File: config.mk
export PLATFORM = sky130hd
export DESIGN_NAME = instr_fetch_queue
export DESIGN_NICKNAME = d
export VERILOG_FILES = /design/src/rtl/pampy_pkg.sv /design/src/rtl/fetch_fifo.sv /design/src/rtl/instr_fetch_queue.sv
export SDC_FILE = /design/constraint.sdc
export NUM_CORES = 1
export LEC_CHECK = 0
export CELL_PAD_IN_SITES_DETAIL_PLACEMENT = 1
export CELL_PAD_IN_SITES_GLOBAL_PLACEMENT = 1
export CORE_UTILIZATION = 23
export DETAILED_ROUTE_END_ITERATION = 8
export PLACE_DENSITY = 0.42
export RECOVER_POWER = 50
export SYNTH_ARGS = -nofsm -noshare
export SYNTH_HDL_FRONTEND = slang
export SYNTH_SLANG_ARGS = --single-unit
File: constraint.sdc
create_clock -name clk -period 3.4 [get_ports clk]
set_input_delay 1.02 -clock clk [delete_from_list [all_inputs] [get_ports clk]]
set_output_delay 1.02 -clock clk [all_outputs]
set_load 0.03 [all_outputs]
File: src/rtl/pampy_pkg.sv
// Shared constants and types for the instruction fetch queue.
//   OPC_*/ARG_* : bit slices of a program word (opcode high byte, argument low byte)
//   RESET_PC    : fetch address after reset
//   fetch_state_e : RUN (normal streaming) / FLUSH (stale reads still returning)
package pampy_pkg;

  localparam int OPC_MSB  = 15;
  localparam int OPC_LSB  = 8;
  localparam int ARG_MSB  = 7;
  localparam int ARG_LSB  = 0;

  localparam int RESET_PC = 0;

  typedef enum logic {
    RUN   = 1'b0,
    FLUSH = 1'b1
  } fetch_state_e;

endpackage

File: src/rtl/fetch_fifo.sv
// Synchronous in-order FIFO with read/write pointers one bit wider than the
// index, so full and empty are told apart by the extra MSB.
//   clk, rst_n   : clock, asynchronous active-low reset
//   flush        : empties the FIFO (wins over push/pop)
//   push, wdata  : write one entry (ignored when full without a pop)
//   pop          : remove the head (ignored when empty)
//   rdata, valid : head entry and non-empty flag
//   level        : number of occupied entries
module fetch_fifo #(
  parameter int WIDTH = 28,
  parameter int DEPTH = 4
) (
  input  logic                   clk,
  input  logic                   rst_n,
  input  logic                   flush,
  input  logic                   push,
  input  logic [WIDTH-1:0]       wdata,
  input  logic                   pop,
  output logic [WIDTH-1:0]       rdata,
  output logic                   valid,
  output logic [$clog2(DEPTH):0] level
);

  localparam int PW = $clog2(DEPTH);
  localparam int LW = PW + 1;

  logic [DEPTH-1:0][WIDTH-1:0] mem_q, mem_d;
  logic [LW-1:0]               wr_ptr_q, wr_ptr_d;
  logic [LW-1:0]               rd_ptr_q, rd_ptr_d;
  logic                        full, do_push, do_pop;

  assign level   = wr_ptr_q - rd_ptr_q;
  assign valid   = (level != '0);
  assign full    = (level == LW'(DEPTH));
  assign rdata   = mem_q[rd_ptr_q[PW-1:0]];
  // Push into a full FIFO is legal only when the head leaves the same cycle.
  assign do_pop  = pop && valid;
  assign do_push = push && (!full || do_pop);

  always_comb begin
    mem_d    = mem_q;
    wr_ptr_d = wr_ptr_q;
    rd_ptr_d = rd_ptr_q;
    if (flush) begin
      wr_ptr_d = '0;
      rd_ptr_d = '0;
    end else begin
      if (do_push) begin
        mem_d[wr_ptr_q[PW-1:0]] = wdata;
        wr_ptr_d = wr_ptr_q + LW'(1);
      end
      if (do_pop) rd_ptr_d = rd_ptr_q + LW'(1);
    end
  end

  always_ff @(posedge clk or negedge rst_n) begin
    if (!rst_n) begin
      mem_q    <= '0;
      wr_ptr_q <= '0;
      rd_ptr_q <= '0;
    end else begin
      mem_q    <= mem_d;
      wr_ptr_q <= wr_ptr_d;
      rd_ptr_q <= rd_ptr_d;
    end
  end

endmodule

File: src/rtl/instr_fetch_queue.sv
// Instruction fetch stage: issues sequential program-memory reads, splits each
// returned word into opcode/argument and queues {word, pc} for the control
// unit. A PC redirect empties the queue and discards reads still in flight.
//   clk, reset               : clock, asynchronous active-low reset
//   PC_LOAD, PC_LOAD_ADDR    : redirect strobe and target
//   MEM_REQ/ADDR/GNT         : read request channel
//   MEM_RVALID/RDATA         : in-order read response channel
//   FETCH_VALID/READY        : head handshake to control unit
//   INSTR_OUT, ARG_OUT, PC_OUT : head opcode, argument, fetch address
//   QUEUE_LEVEL              : occupied queue entries
module instr_fetch_queue
  import pampy_pkg::*;
#(
  parameter int DATA_WIDTH        = 8,
  parameter int ADDR_WIDTH        = 12,
  parameter int INSTRUCTION_WIDTH = 16,
  parameter int QUEUE_DEPTH       = 4
) (
  input  logic                           clk,
  input  logic                           reset,
  input  logic                           PC_LOAD,
  input  logic [ADDR_WIDTH-1:0]          PC_LOAD_ADDR,
  output logic                           MEM_REQ,
  output logic [ADDR_WIDTH-1:0]          MEM_ADDR,
  input  logic                           MEM_GNT,
  input  logic                           MEM_RVALID,
  input  logic [INSTRUCTION_WIDTH-1:0]   MEM_RDATA,
  output logic                           FETCH_VALID,
  input  logic                           FETCH_READY,
  output logic [DATA_WIDTH-1:0]          INSTR_OUT,
  output logic [DATA_WIDTH-1:0]          ARG_OUT,
  output logic [ADDR_WIDTH-1:0]          PC_OUT,
  output logic [$clog2(QUEUE_DEPTH):0]   QUEUE_LEVEL
);

  localparam int             LW      = $clog2(QUEUE_DEPTH) + 1;
  localparam int             EW      = INSTRUCTION_WIDTH + ADDR_WIDTH;
  localparam logic [LW:0]    DEPTH_W = (LW+1)'(QUEUE_DEPTH);

  fetch_state_e            state_q, state_d;
  logic [ADDR_WIDTH-1:0]   fetch_addr_q, fetch_addr_d;
  logic [LW-1:0]           outstanding_q, outstanding_d;
  logic [LW-1:0]           drop_q, drop_d;
  logic                    run_q, run_d;

  logic                    gnt, rv_ok, push, pop;
  logic [LW-1:0]           level;
  logic                    head_valid;
  logic [EW-1:0]           head_entry;
  logic [INSTRUCTION_WIDTH-1:0] head_word;
  logic [ADDR_WIDTH-1:0]   tag_addr;
  logic                    tag_valid_unused;
  logic [LW-1:0]           tag_level_unused;

  // run_q keeps MEM_REQ low during reset and in the first cycle after release.
  // Queue level plus reads in flight never exceeds the depth, so every
  // response always has a free slot.
  assign MEM_REQ  = run_q && !PC_LOAD &&
                    (({1'b0, level} + {1'b0, outstanding_q}) < DEPTH_W);
  assign MEM_ADDR = fetch_addr_q;
  assign gnt      = MEM_REQ && MEM_GNT;
  // A response with nothing outstanding is a protocol error and is ignored.
  assign rv_ok    = MEM_RVALID && (outstanding_q != '0);
  // A response arriving with a redirect belongs to the old stream.
  assign push     = rv_ok && (drop_q == '0) && !PC_LOAD;
  assign pop      = head_valid && FETCH_READY && !PC_LOAD;

  always_comb begin
    fetch_addr_d  = fetch_addr_q;
    outstanding_d = outstanding_q;
    drop_d        = drop_q;
    state_d       = state_q;
    run_d         = 1'b1;

    if (gnt)   outstanding_d = outstanding_d + LW'(1);
    if (rv_ok) outstanding_d = outstanding_d - LW'(1);

    if (PC_LOAD) begin
      // Everything still in flight after this cycle is stale.
      fetch_addr_d = PC_LOAD_ADDR;
      drop_d       = outstanding_d;
    end else begin
      if (gnt) fetch_addr_d = fetch_addr_q + ADDR_WIDTH'(1);
      if (rv_ok && (drop_q != '0)) drop_d = drop_q - LW'(1);
    end

    case (state_q)
      RUN:     if (PC_LOAD && (drop_d != '0)) state_d = FLUSH;
      FLUSH:   if (drop_d == '0) state_d = RUN;
      default: state_d = RUN;
    endcase
  end

  always_ff @(posedge clk or negedge reset) begin
    if (!reset) begin
      state_q       <= RUN;
      fetch_addr_q  <= ADDR_WIDTH'(RESET_PC);
      outstanding_q <= '0;
      drop_q        <= '0;
      run_q         <= 1'b0;
    end else begin
      state_q       <= state_d;
      fetch_addr_q  <= fetch_addr_d;
      outstanding_q <= outstanding_d;
      drop_q        <= drop_d;
      run_q         <= run_d;
    end
  end

  // Addresses of issued reads, popped as responses return (stale ones too),
  // so the head always names the address of the word now on MEM_RDATA.
  fetch_fifo #(.WIDTH(ADDR_WIDTH), .DEPTH(QUEUE_DEPTH)) u_tag_fifo (
    .clk   (clk),
    .rst_n (reset),
    .flush (1'b0),
    .push  (gnt),
    .wdata (fetch_addr_q),
    .pop   (rv_ok),
    .rdata (tag_addr),
    .valid (tag_valid_unused),
    .level (tag_level_unused)
  );

  fetch_fifo #(.WIDTH(EW), .DEPTH(QUEUE_DEPTH)) u_data_fifo (
    .clk   (clk),
    .rst_n (reset),
    .flush (PC_LOAD),
    .push  (push),
    .wdata ({MEM_RDATA, tag_addr}),
    .pop   (pop),
    .rdata (head_entry),
    .valid (head_valid),
    .level (level)
  );

  assign head_word   = head_entry[EW-1:ADDR_WIDTH];
  assign PC_OUT      = head_entry[ADDR_WIDTH-1:0];
  assign INSTR_OUT   = head_word[OPC_MSB:OPC_LSB];
  assign ARG_OUT     = head_word[ARG_MSB:ARG_LSB];
  assign FETCH_VALID = head_valid;
  assign QUEUE_LEVEL = level;

  a_rvalid_tracked: assert property (
    @(posedge clk) disable iff (!reset) MEM_RVALID |-> (outstanding_q != '0));

endmodule

==> results of run 1 <==
layer usage:
metal	GRT usage	up-vias	share of wire	wire length (µm)
li1	-	2370	-	-
met4	0.0392	0	0.011	267
met2	0.212	56	0.51	12000
met3	0.0217	13	0.019	441
met5	0	-	0	0
met1	0.156	2862	0.46	10800
logic make-up after synthesis:
kind of cell,synth area share
fa+ha+maj,0.0306
other cells,0.000406
compound gates,0.0245
mux,0.329
flops,0.517
simple gates,0.0572
buf+inv,0.0267
xor+xnor,0.0150
power by group through the flow:
stage | combinational (W) | clock [W] | sequential [W]
floorplan | 0.00228 | 0 | 0.00310
global placement | 0.00348 | 0 | 0.00313
detailed placement | 0.00357 | 0 | 0.00320
CTS | 0.00363 | 0.00221 | 0.00316
global route | 0.00382 | 0.00228 | 0.00323
finish | 0.00351 | 0.00211 | 0.00315
cell type report:
| cell class | count | share of cell area |
|---|---|---|
| clock buffer | 21 | 0.0391 |
| clock inverter | 11 | 0.0137 |
| inverter | 14 | 0.00456 |
| multi-input combinational | 365 | 0.368 |
| sequential | 191 | 0.415 |
| tap | 525 | 0.0570 |
| timing repair buffer | 102 | 0.102 |
worst min path at each step:
stage / to / slack [ns]
after floorplan: u_tag_fifo.wr_ptr_q[2] / 0.46
after global placement: u_data_fifo.mem_q[73] / 0.48
after detailed placement: u_tag_fifo.rd_ptr_q[2] / 0.49
after CTS: u_tag_fifo.rd_ptr_q[2] / 0.50
after global routing: u_data_fifo.mem_q[64] / 0.52
final: u_tag_fifo.rd_ptr_q[2] / 0.50
sequential cells by signal (all words and copies together) (netlist names):
name and count:
u_tag_fifo.wr_ptr_q 3, u_data_fifo.wr_ptr_q 3, u_data_fifo.mem_q 112, u_tag_fifo.rd_ptr_q 3, u_data_fifo.rd_ptr_q 3, u_tag_fifo.mem_q 48, drop_q 3, run_q 1
MEM_ADDR 12, outstanding_q 3
stage by stage:
| step | hold slack (ns) | instance area (µm²) | worst slack [ns] |
|---|---|---|---|
| finish | 0.499 | 11500 | -0.193 |
| global route | 0.522 | 11500 | -0.350 |
| CTS | 0.504 | 11600 | -0.390 |
| detailed placement | 0.488 | 10900 | 0.0803 |
| global placement | 0.481 | 10900 | 0.153 |
| floorplan | 0.461 | 9260 | 0.0989 |
cell usage in the layout, fill, tap and decap left out, types with 5 or more instances in the layout:
| cell | n |
|---|---|
| dfrtp_1 | 190 |
| mux2_2 | 96 |
| mux2_4 | 67 |
| clkdlybuf4s50_1 | 54 |
| mux4_2 | 40 |
| nand2_1 | 25 |
| ha_1 | 20 |
| buf_12 | 20 |
| clkbuf_16 | 17 |
| nor2_1 | 16 |
| o21ai_0 | 15 |
| inv_1 | 12 |
| buf_4 | 11 |
| xor2_1 | 9 |
| nand3_1 | 9 |
| a21oi_1 | 5 |
| mux2i_1 | 5 |
| clkbuf_1 | 5 |
timing repair:
action,CTS,global route
buffers inserted,2,0
hold buffers,0,0
setup endpoints to repair,29,23
gates resized for setup,8,6
cloned,0,0
pin swaps,2,1
==> flow_summary.toml, run 1 <==
[final_layout]
final_util = 0.290
n_antenna_cell = 0
drive_above_1_share = 0.418
area_growth_pct = 24.6
multi_input_area_um2 = 4240
regArea_um2 = 4780
fillers = 4196
finish.net_count = 747
layout.cells.non_filler = 1229

[run_status]
violations = "DRC, capacitance limit, slew limit, setup timing"
outcome = "finished with violations"

[clock_tree]
root_buffer = "clkbuf_16"
cts_sinks = 191
cts_made_buffers = 17
cts_tree = "yes"
clk_pin_slew_ns = 0.07
clk_latency_ns = 0.44
clockBufferDepth = 2
htreeDepth = 4

[routing]
routed_wl_um = 23500
drc = 2
detail-route-antenna-nets = 0
drtPass1Iterations = 6
drt_iter0_markers = 141
post_drt_via_cell_ratio = 4.31
vias = 5301
wire_per_inst_um = 19.2

[sta]
drv_slew = 61
timing.setup.tns_ns = -0.193
min_period_ns = 3.59
tightest_slew_ns = 1.60
finalSetupViolations = 1
relSlewSlack = -0.0684
timing.final.ws_setup_ns = -0.193
fmax_mhz = 278
rsz0062_at_grt = "yes"
min_period_over_period = 1.06
finalHoldViolCount = 0
skew_ns = 0.0107

[placed_design]
dp_hpwl_um = 15400
dp.cells = 1195
portBuffers = 78
place.gp.congestion = 0.661

[logic_synthesis]
syn-mean-instance-area_um2 = 15.5
yosysMostFrequentCell = "dfrtp_1"
ys_async_sr_fraction = 1.00
netlist_top_cells_area = "dfrtp_1 52%, mux2_2 12%, mux2_4 11%"
synth_top_area_frac = 0.517
synth_top_area_cell = "dfrtp_1"
synth_fp_nets = 654
ys_warn_count = 0
yosysSeqAreaShare = 0.517
synth-edff-count = 0
synth_seq_cells = 191
synth.distinct_cells = 50
ys.flop_type = "dfrtp_1"
synthesis.area_um2 = 9250
yosys-top-cells-count = "191 x dfrtp_1, 96 x mux2_2, 67 x mux2_4, 40 x mux4_2, 24 x nand2_1"
synthCells = 598

[critical_path]
reg2reg_from = "u_data_fifo.wr_ptr_q[0]"
critPathKind = "reg -> out"
crit_path_start = "u_data_fifo.wr_ptr_q[0]"
r2r_cells = 10
start_kind = "flop"
crit_required_ns = 2.38
crit_path_max_incr_delay_ns = 0.39
path_cells = "inv_2 > ha_1 > inv_1 > fa_2 > xor3_2 > inv_2 > ha_4 > nor4_4 > nor2b_4 > buf_12"
critPathCaptureType = "output pin"
cp.arrival_ns = 2.57
critPathMaxFanout = 3
r2r-end = "u_data_fifo.mem_q[4]"
slowest_stage = "dfrtp_1"
crit_buf_inv = 4
cp-endpoint = "MEM_REQ"
critPathTopFamily = "adder cells"
cp.depth = 10
path_common_cell = "inv_2"
reg2reg_setup_slack_ns = 0.22

[power]
power_w = 0.00877
pwr-share-seq = 0.359
power_frac_clock = 0.241
comb_power_share = 0.400
power_leakage_nw = 5.29
internal-power_w = 0.00577
swShare = 0.343
p_switching_w = 0.00301
power.density_nw_per_um2 = 762
max-vdd-ir-drop_uv = 390

[worst_hold_path]
worstHoldPathType = "reg -> reg"
min_from = "u_tag_fifo.rd_ptr_q[2]"
min_path_cells = 1

[global_route]
overflow = 0
grt_antenna_before_repair = 0
gr-usage-all-layers = 0.123
grt_pass1_vias = 6188
grt_max_degree = 69
grt_pass1_wl_um = 37900

[floorplan]
rows = 73
die_h_um = 202
ioPinCount = 79
start_util = 0.233
die_area_um2 = 41000
die_width_um = 202
core_um2 = 39700

[flow_run]
maxCapViolCount = 1
(Power assumes the default switching activity.)
==> inputs of run 2 (changes only) <==
Settings changed: CORE_MARGIN from default to 3, GPL_TIMING_DRIVEN from default to 0, HOLD_SLACK_MARGIN from default to 0.08.
==> run 2 against run 1 <==
Against the previous run: the run ends with capacitance limit, slew limit, setup timing left; utilization hardly changed; sequential power hardly changed; critical path depth is 2 lower; via count is 1.5% higher; routed wire length is 3.1% higher; die area is 4.0% higher; clock skew is 0.0016 ns higher; largest cell class unchanged; largest power group unchanged; highest routed layer unchanged.
==> flow_summary.toml, run 2 (synthesis gave the netlist of run 1 again) <==
[critical_path]
r2r-end = "u_tag_fifo.mem_q[18]"
critPathKind = "reg -> out"
critPathMaxFanout = 4
cp.arrival_ns = 2.52
r2r_cells = 9
cp-endpoint = "MEM_REQ"
critPathCaptureType = "output pin"
reg2reg_from = "u_tag_fifo.rd_ptr_q[1]"
crit_required_ns = 2.38
start_kind = "flop"
reg2reg_setup_slack_ns = 0.02
crit_path_start = "u_data_fifo.wr_ptr_q[0]"

[final_layout]
area_growth_pct = 22.8
layout.cells.most_common_list = "191 x dfrtp_1, 96 x mux2_2, 62 x mux2_4, 41 x clkdlybuf4s50_1, 40 x mux4_2"
final_util = 0.290
final_common_cell = "dfrtp_1"
top_register = "u_data_fifo.mem_q"
fillers = 4181
finish.net_count = 762
drive_above_1_share = 0.413
largest_reg_flops = 112
n_antenna_cell = 0

[clock_tree]
clk_pin_slew_ns = 0.07
htreeDepth = 4
cts_sinks = 191
clockBufferDepth = 2
clk_latency_ns = 0.45
cts_made_buffers = 17
root_buffer = "clkbuf_16"
cts_tree = "yes"

[routing]
routed_wl_um = 24300
vias = 5382
post_drt_via_cell_ratio = 4.35
drc = 0
drt_iter0_markers = 165
drtPass1Iterations = 4
detail-route-antenna-nets = 0
wire_per_inst_um = 19.6

[power]
power_frac_clock = 0.240
power_w = 0.00853
p_switching_w = 0.00303
comb_power_share = 0.389
power.density_nw_per_um2 = 751
power_leakage_nw = 5.25
swShare = 0.356
internal-power_w = 0.00550
max-vdd-ir-drop_uv = 315
pwr-share-seq = 0.371

[floorplan]
die_h_um = 206
die_width_um = 206
ioPinCount = 79
core_um2 = 39200
rows = 72
die_area_um2 = 42600
start_util = 0.236

[sta]
timing.final.ws_setup_ns = -0.143
timing.setup.tns_ns = -0.143
finalSetupViolations = 1
rsz0062_at_grt = "yes"
relSlewSlack = -0.0864
min_period_ns = 3.54
min_period_over_period = 1.04
fmax_mhz = 282
drv_slew = 116
holdWs_ns = 0.495
finalHoldViolCount = 0
skew_ns = 0.0123
tightest_slew_ns = 1.63

[placed_design]
dp_hpwl_um = 16800
portBuffers = 78
dpl_worst_slack_ns = -0.660
place.gp.congestion = 0.701

[flow_run]
maxCapViolCount = 1

[global_route]
overflow = 0
grt_max_degree = 116
gr-usage-all-layers = 0.120
gr-usage-met3 = 0.0258
grt_pass1_wl_um = 38100
grt_most_used_layer = "met2"
grt.met2_usage = 0.206
grt_pass1_vias = 6235
grt_antenna_before_repair = 0
use_met1 = 0.153

[worst_hold_path]
worstHoldPathType = "reg -> reg"

[run_status]
outcome = "finished with violations"
violations = "capacitance limit, slew limit, setup timing"
## run 2: cell types whose count changed in the layout (fill, tap and decap cells not counted), moves of 5 or more
cell             delta
buf_12             -18
buf_4               +5
clkbuf_1            +5
clkbuf_2            +7
clkdlybuf4s50_1    -13
dlygate4sd2_1      +18
mux2_1              +5
mux2_4              -5
## run 2: layout make-up
type | count | area, µm² | area share
flip-flops and latches | 191 | 4780 | 0.421
multi-input cells | 365 | 4260 | 0.375
repair buffers | 90 | 817 | 0.0720
well taps | 518 | 648 | 0.0571
clock buffers | 21 | 450 | 0.0397
plain buffers | 27 | 218 | 0.0192
clock inverters | 11 | 131 | 0.0116
inverters | 14 | 52.6 | 0.00463
## run 2: power by group through the flow
stage,clock (W),sequential (W),combinational [W]
finish,0.00205,0.00317,0.00332
global route,0.00224,0.00325,0.00362
CTS,0.00214,0.00317,0.00338
detailed placement,0,0.00321,0.00339
global placement,0,0.00317,0.00329
floorplan,0,0.00310,0.00228
## run 2: timing repair
item	4_1_cts	5_1_grt
gates resized for setup	69	17
pin swaps	3	2
endpoints found under the setup margin	94	52
buffers inserted	9	2
hold buffers	0	0
## run 2: through the flow
step,cell area [µm²],instances
after CTS,11400,1235
after global placement,10700,1194
after detailed placement,10700,1195
after global routing,11400,1237
after floorplan,9260,598
final,11400,1237
## run 2: routing by layer
layer,part of all wire,vias up
li1,-,2406
met1,0.45,2905
met2,0.51,58
met3,0.025,13
met4,0.0095,0
met5,0,-
## run 2: critical path: stages (launching register included)
cell and delay, ns:
dfrtp_1 0.39, inv_2 0.07, ha_1 0.14, inv_1 0.05, fa_2 0.62, ha_2 0.31
and3b_1 0.24, nor2b_4 0.14, buf_6 0.13
## run 2: worst min-delay path by stage
stage                     depth (start not counted)  slack (ns)                     end                   start
final                                             1        0.50  u_tag_fifo.rd_ptr_q[2]  u_tag_fifo.rd_ptr_q[2]
after global routing                              1        0.51   u_data_fifo.mem_q[80]   u_data_fifo.mem_q[80]
after CTS                                         1        0.50  u_tag_fifo.rd_ptr_q[2]  u_tag_fifo.rd_ptr_q[2]
after detailed placement                          1        0.49  u_tag_fifo.rd_ptr_q[2]  u_tag_fifo.rd_ptr_q[2]
after global placement                            1        0.48  u_tag_fifo.wr_ptr_q[2]  u_tag_fifo.wr_ptr_q[2]
after floorplan                                   1        0.46  u_tag_fifo.wr_ptr_q[2]  u_tag_fifo.wr_ptr_q[2]
==> inputs of run 3 (changes only) <==
Settings changed: CELL_PAD_IN_SITES_DETAIL_PLACEMENT 1 to default, CELL_PAD_IN_SITES_GLOBAL_PLACEMENT 1 to default, PLACE_DENSITY 0.42 to 0.37.
==> run 3 against run 2 <==
Against the previous run: the flow still finishes with violations (capacitance limit, slew limit, setup timing); clock skew increased by 0.0012 ns; sequential share of layout area down 0.15 points; utilization up 0.12 points; hold slack worse by 0.0049 ns; sequential power hardly changed; flip-flop and latch count unchanged; setup slack got worse by 0.023 ns; clock power about the same; register-to-register slack improved by 0.07 ns; maximum frequency is 0.65% lower; count of clock-buffer cells in the layout fell by 4; largest cell class unchanged.
==> flow_summary.toml, run 3 (synthesis gave the netlist of run 1 again) <==
[critical_path]
path_cells = "inv_2 > ha_1 > inv_1 > fa_2 > xor3_2 > inv_2 > ha_4 > nor4_4 > nor2b_4 > buf_6"
critPathKind = "reg -> out"
cp.depth = 10
crit_path_max_incr_delay_ns = 0.40
cp-endpoint = "MEM_REQ"
slowest_stage = "dfrtp_1"
reg2reg_from = "u_tag_fifo.rd_ptr_q[1]"
start_kind = "flop"
critPathTopFamily = "adder cells"
r2r_cells = 9
cp.arrival_ns = 2.55
crit_buf_inv = 4
path_common_cell = "inv_2"
critPathCaptureType = "output pin"
r2r-end = "u_tag_fifo.mem_q[20]"
reg2reg_setup_slack_ns = 0.09
critPathMaxFanout = 3
crit_required_ns = 2.38
crit_path_start = "u_data_fifo.wr_ptr_q[0]"

[clock_tree]
root_buffer = "clkbuf_16"
cts_tree = "yes"
htreeDepth = 4
clockBufferDepth = 2
clk_latency_ns = 0.43
clk_pin_slew_ns = 0.07
cts_made_buffers = 17
postCtsHoldBufs = 0
cts_sinks = 191

[floorplan]
die_h_um = 206
die_width_um = 206
core_um2 = 39200
die_area_um2 = 42600
rows = 72
start_util = 0.236
ioPinCount = 79

[power]
power.density_nw_per_um2 = 746
power_w = 0.00850
power_leakage_nw = 5.29
max-vdd-ir-drop_uv = 288

[sta]
skew_ns = 0.0135
min_period_ns = 3.57
timing.setup.tns_ns = -0.211
tightest_slew_ns = 2.41
rsz0062_at_grt = "yes"
timing.final.ws_setup_ns = -0.166
fmax_mhz = 280
relSlewSlack = -0.608
min_period_over_period = 1.05
finalSetupViolations = 5
finalHoldViolCount = 0
drv_slew = 104

[final_layout]
largest_reg_flops = 112
n_antenna_cell = 0
layout.cells.non_filler = 1236
drive_above_1_share = 0.411
finish.net_count = 762
layout.cells.most_common_list = "189 x dfrtp_1, 96 x mux2_2, 67 x mux2_4, 53 x clkdlybuf4s50_1, 40 x mux4_2"
multi_input_area_um2 = 4260
fillers = 3943
regArea_um2 = 4780
final_common_cell = "dfrtp_1"
top_register = "u_data_fifo.mem_q"
area_growth_pct = 23.3

[global_route]
grt_max_degree = 105
grt_antenna_before_repair = 0
use_met1 = 0.147
grt_pass1_wl_um = 37100
grt.met2_usage = 0.200
overflow = 0
grt_pass1_vias = 6199
grt_most_used_layer = "met2"
gr-usage-met3 = 0.0213
gr-usage-all-layers = 0.115

[placed_design]
dp_hpwl_um = 16200
dp.cells = 1195
portBuffers = 78
place.gp.congestion = 0.706

[run_status]
violations = "capacitance limit, slew limit, setup timing"
outcome = "finished with violations"

[routing]
wire_per_inst_um = 18.7
post_drt_via_cell_ratio = 4.35
detail-route-antenna-nets = 0
drt_iter0_markers = 149
vias = 5379
routed_wl_um = 23100
drtPass1Iterations = 4
drc = 0

[worst_hold_path]
worstHoldPathType = "reg -> reg"
min_from = "u_tag_fifo.rd_ptr_q[2]"

[flow_run]
maxCapViolCount = 1
[run 3: changes by cell type in the layout (fill, tap and decap cells not counted), moves of 3 or more]
cell             change
mux2_1               -5
clkdlybuf4s50_1     +12
buf_6                +3
clkbuf_2             -6
mux2_4               +5
clkbuf_1             -3
clkdlybuf4s15_2      -3
dlygate4sd2_1        -3
[run 3: layer usage]
layer / wire [µm] / up-vias
met5: 0 / -
met4: 242 / 0
met3: 622 / 15
met2: 11700 / 81
met1: 10500 / 2876
li1: - / 2407
[run 3: how the worst min path moves through the flow]
stage,end,slack [ns],cells past startpoint
floorplan,u_tag_fifo.wr_ptr_q[2],0.46,1
global placement,u_tag_fifo.rd_ptr_q[2],0.48,1
detailed placement,u_tag_fifo.rd_ptr_q[2],0.48,1
CTS,u_tag_fifo.rd_ptr_q[2],0.49,1
global route,u_data_fifo.mem_q[75],0.52,1
finish,u_tag_fifo.rd_ptr_q[2],0.49,1
[run 3: metrics by stage]
step	instance area, µm²	setup slack, ns	hold WS [ns]	utilization
after floorplan	9260	0.0989	0.461	-
after global routing	11400	-0.322	0.515	0.291
final	11400	-0.166	0.490	0.291
after CTS	11400	-0.354	0.495	0.291
after detailed placement	10700	-0.764	0.484	0.274
after global placement	10700	-6.62	0.477	0.273
[run 3: final cells by class]
| class | count | area share |
|---|---|---|
| multi-input cells | 365 | 0.373 |
| flip-flops and latches | 191 | 0.419 |
| plain buffers | 28 | 0.0202 |
| repair buffers | 89 | 0.0745 |
| clock inverters | 14 | 0.0137 |
| clock buffers | 17 | 0.0373 |
| inverters | 14 | 0.00461 |
| well taps | 518 | 0.0569 |
[run 3: where the power goes]
part | switching [W] | leakage (nW) | internal [W]
clock | 0.000944 | 0.279 | 0.00110
combinational | 0.00167 | 2.46 | 0.00163
sequential | 0.000375 | 2.54 | 0.00278
[run 3: timing repair]
item,CTS,global route
resized for setup,45,6
buffers inserted,9,1
endpoints found under the setup margin,95,38
pin swaps,2,1
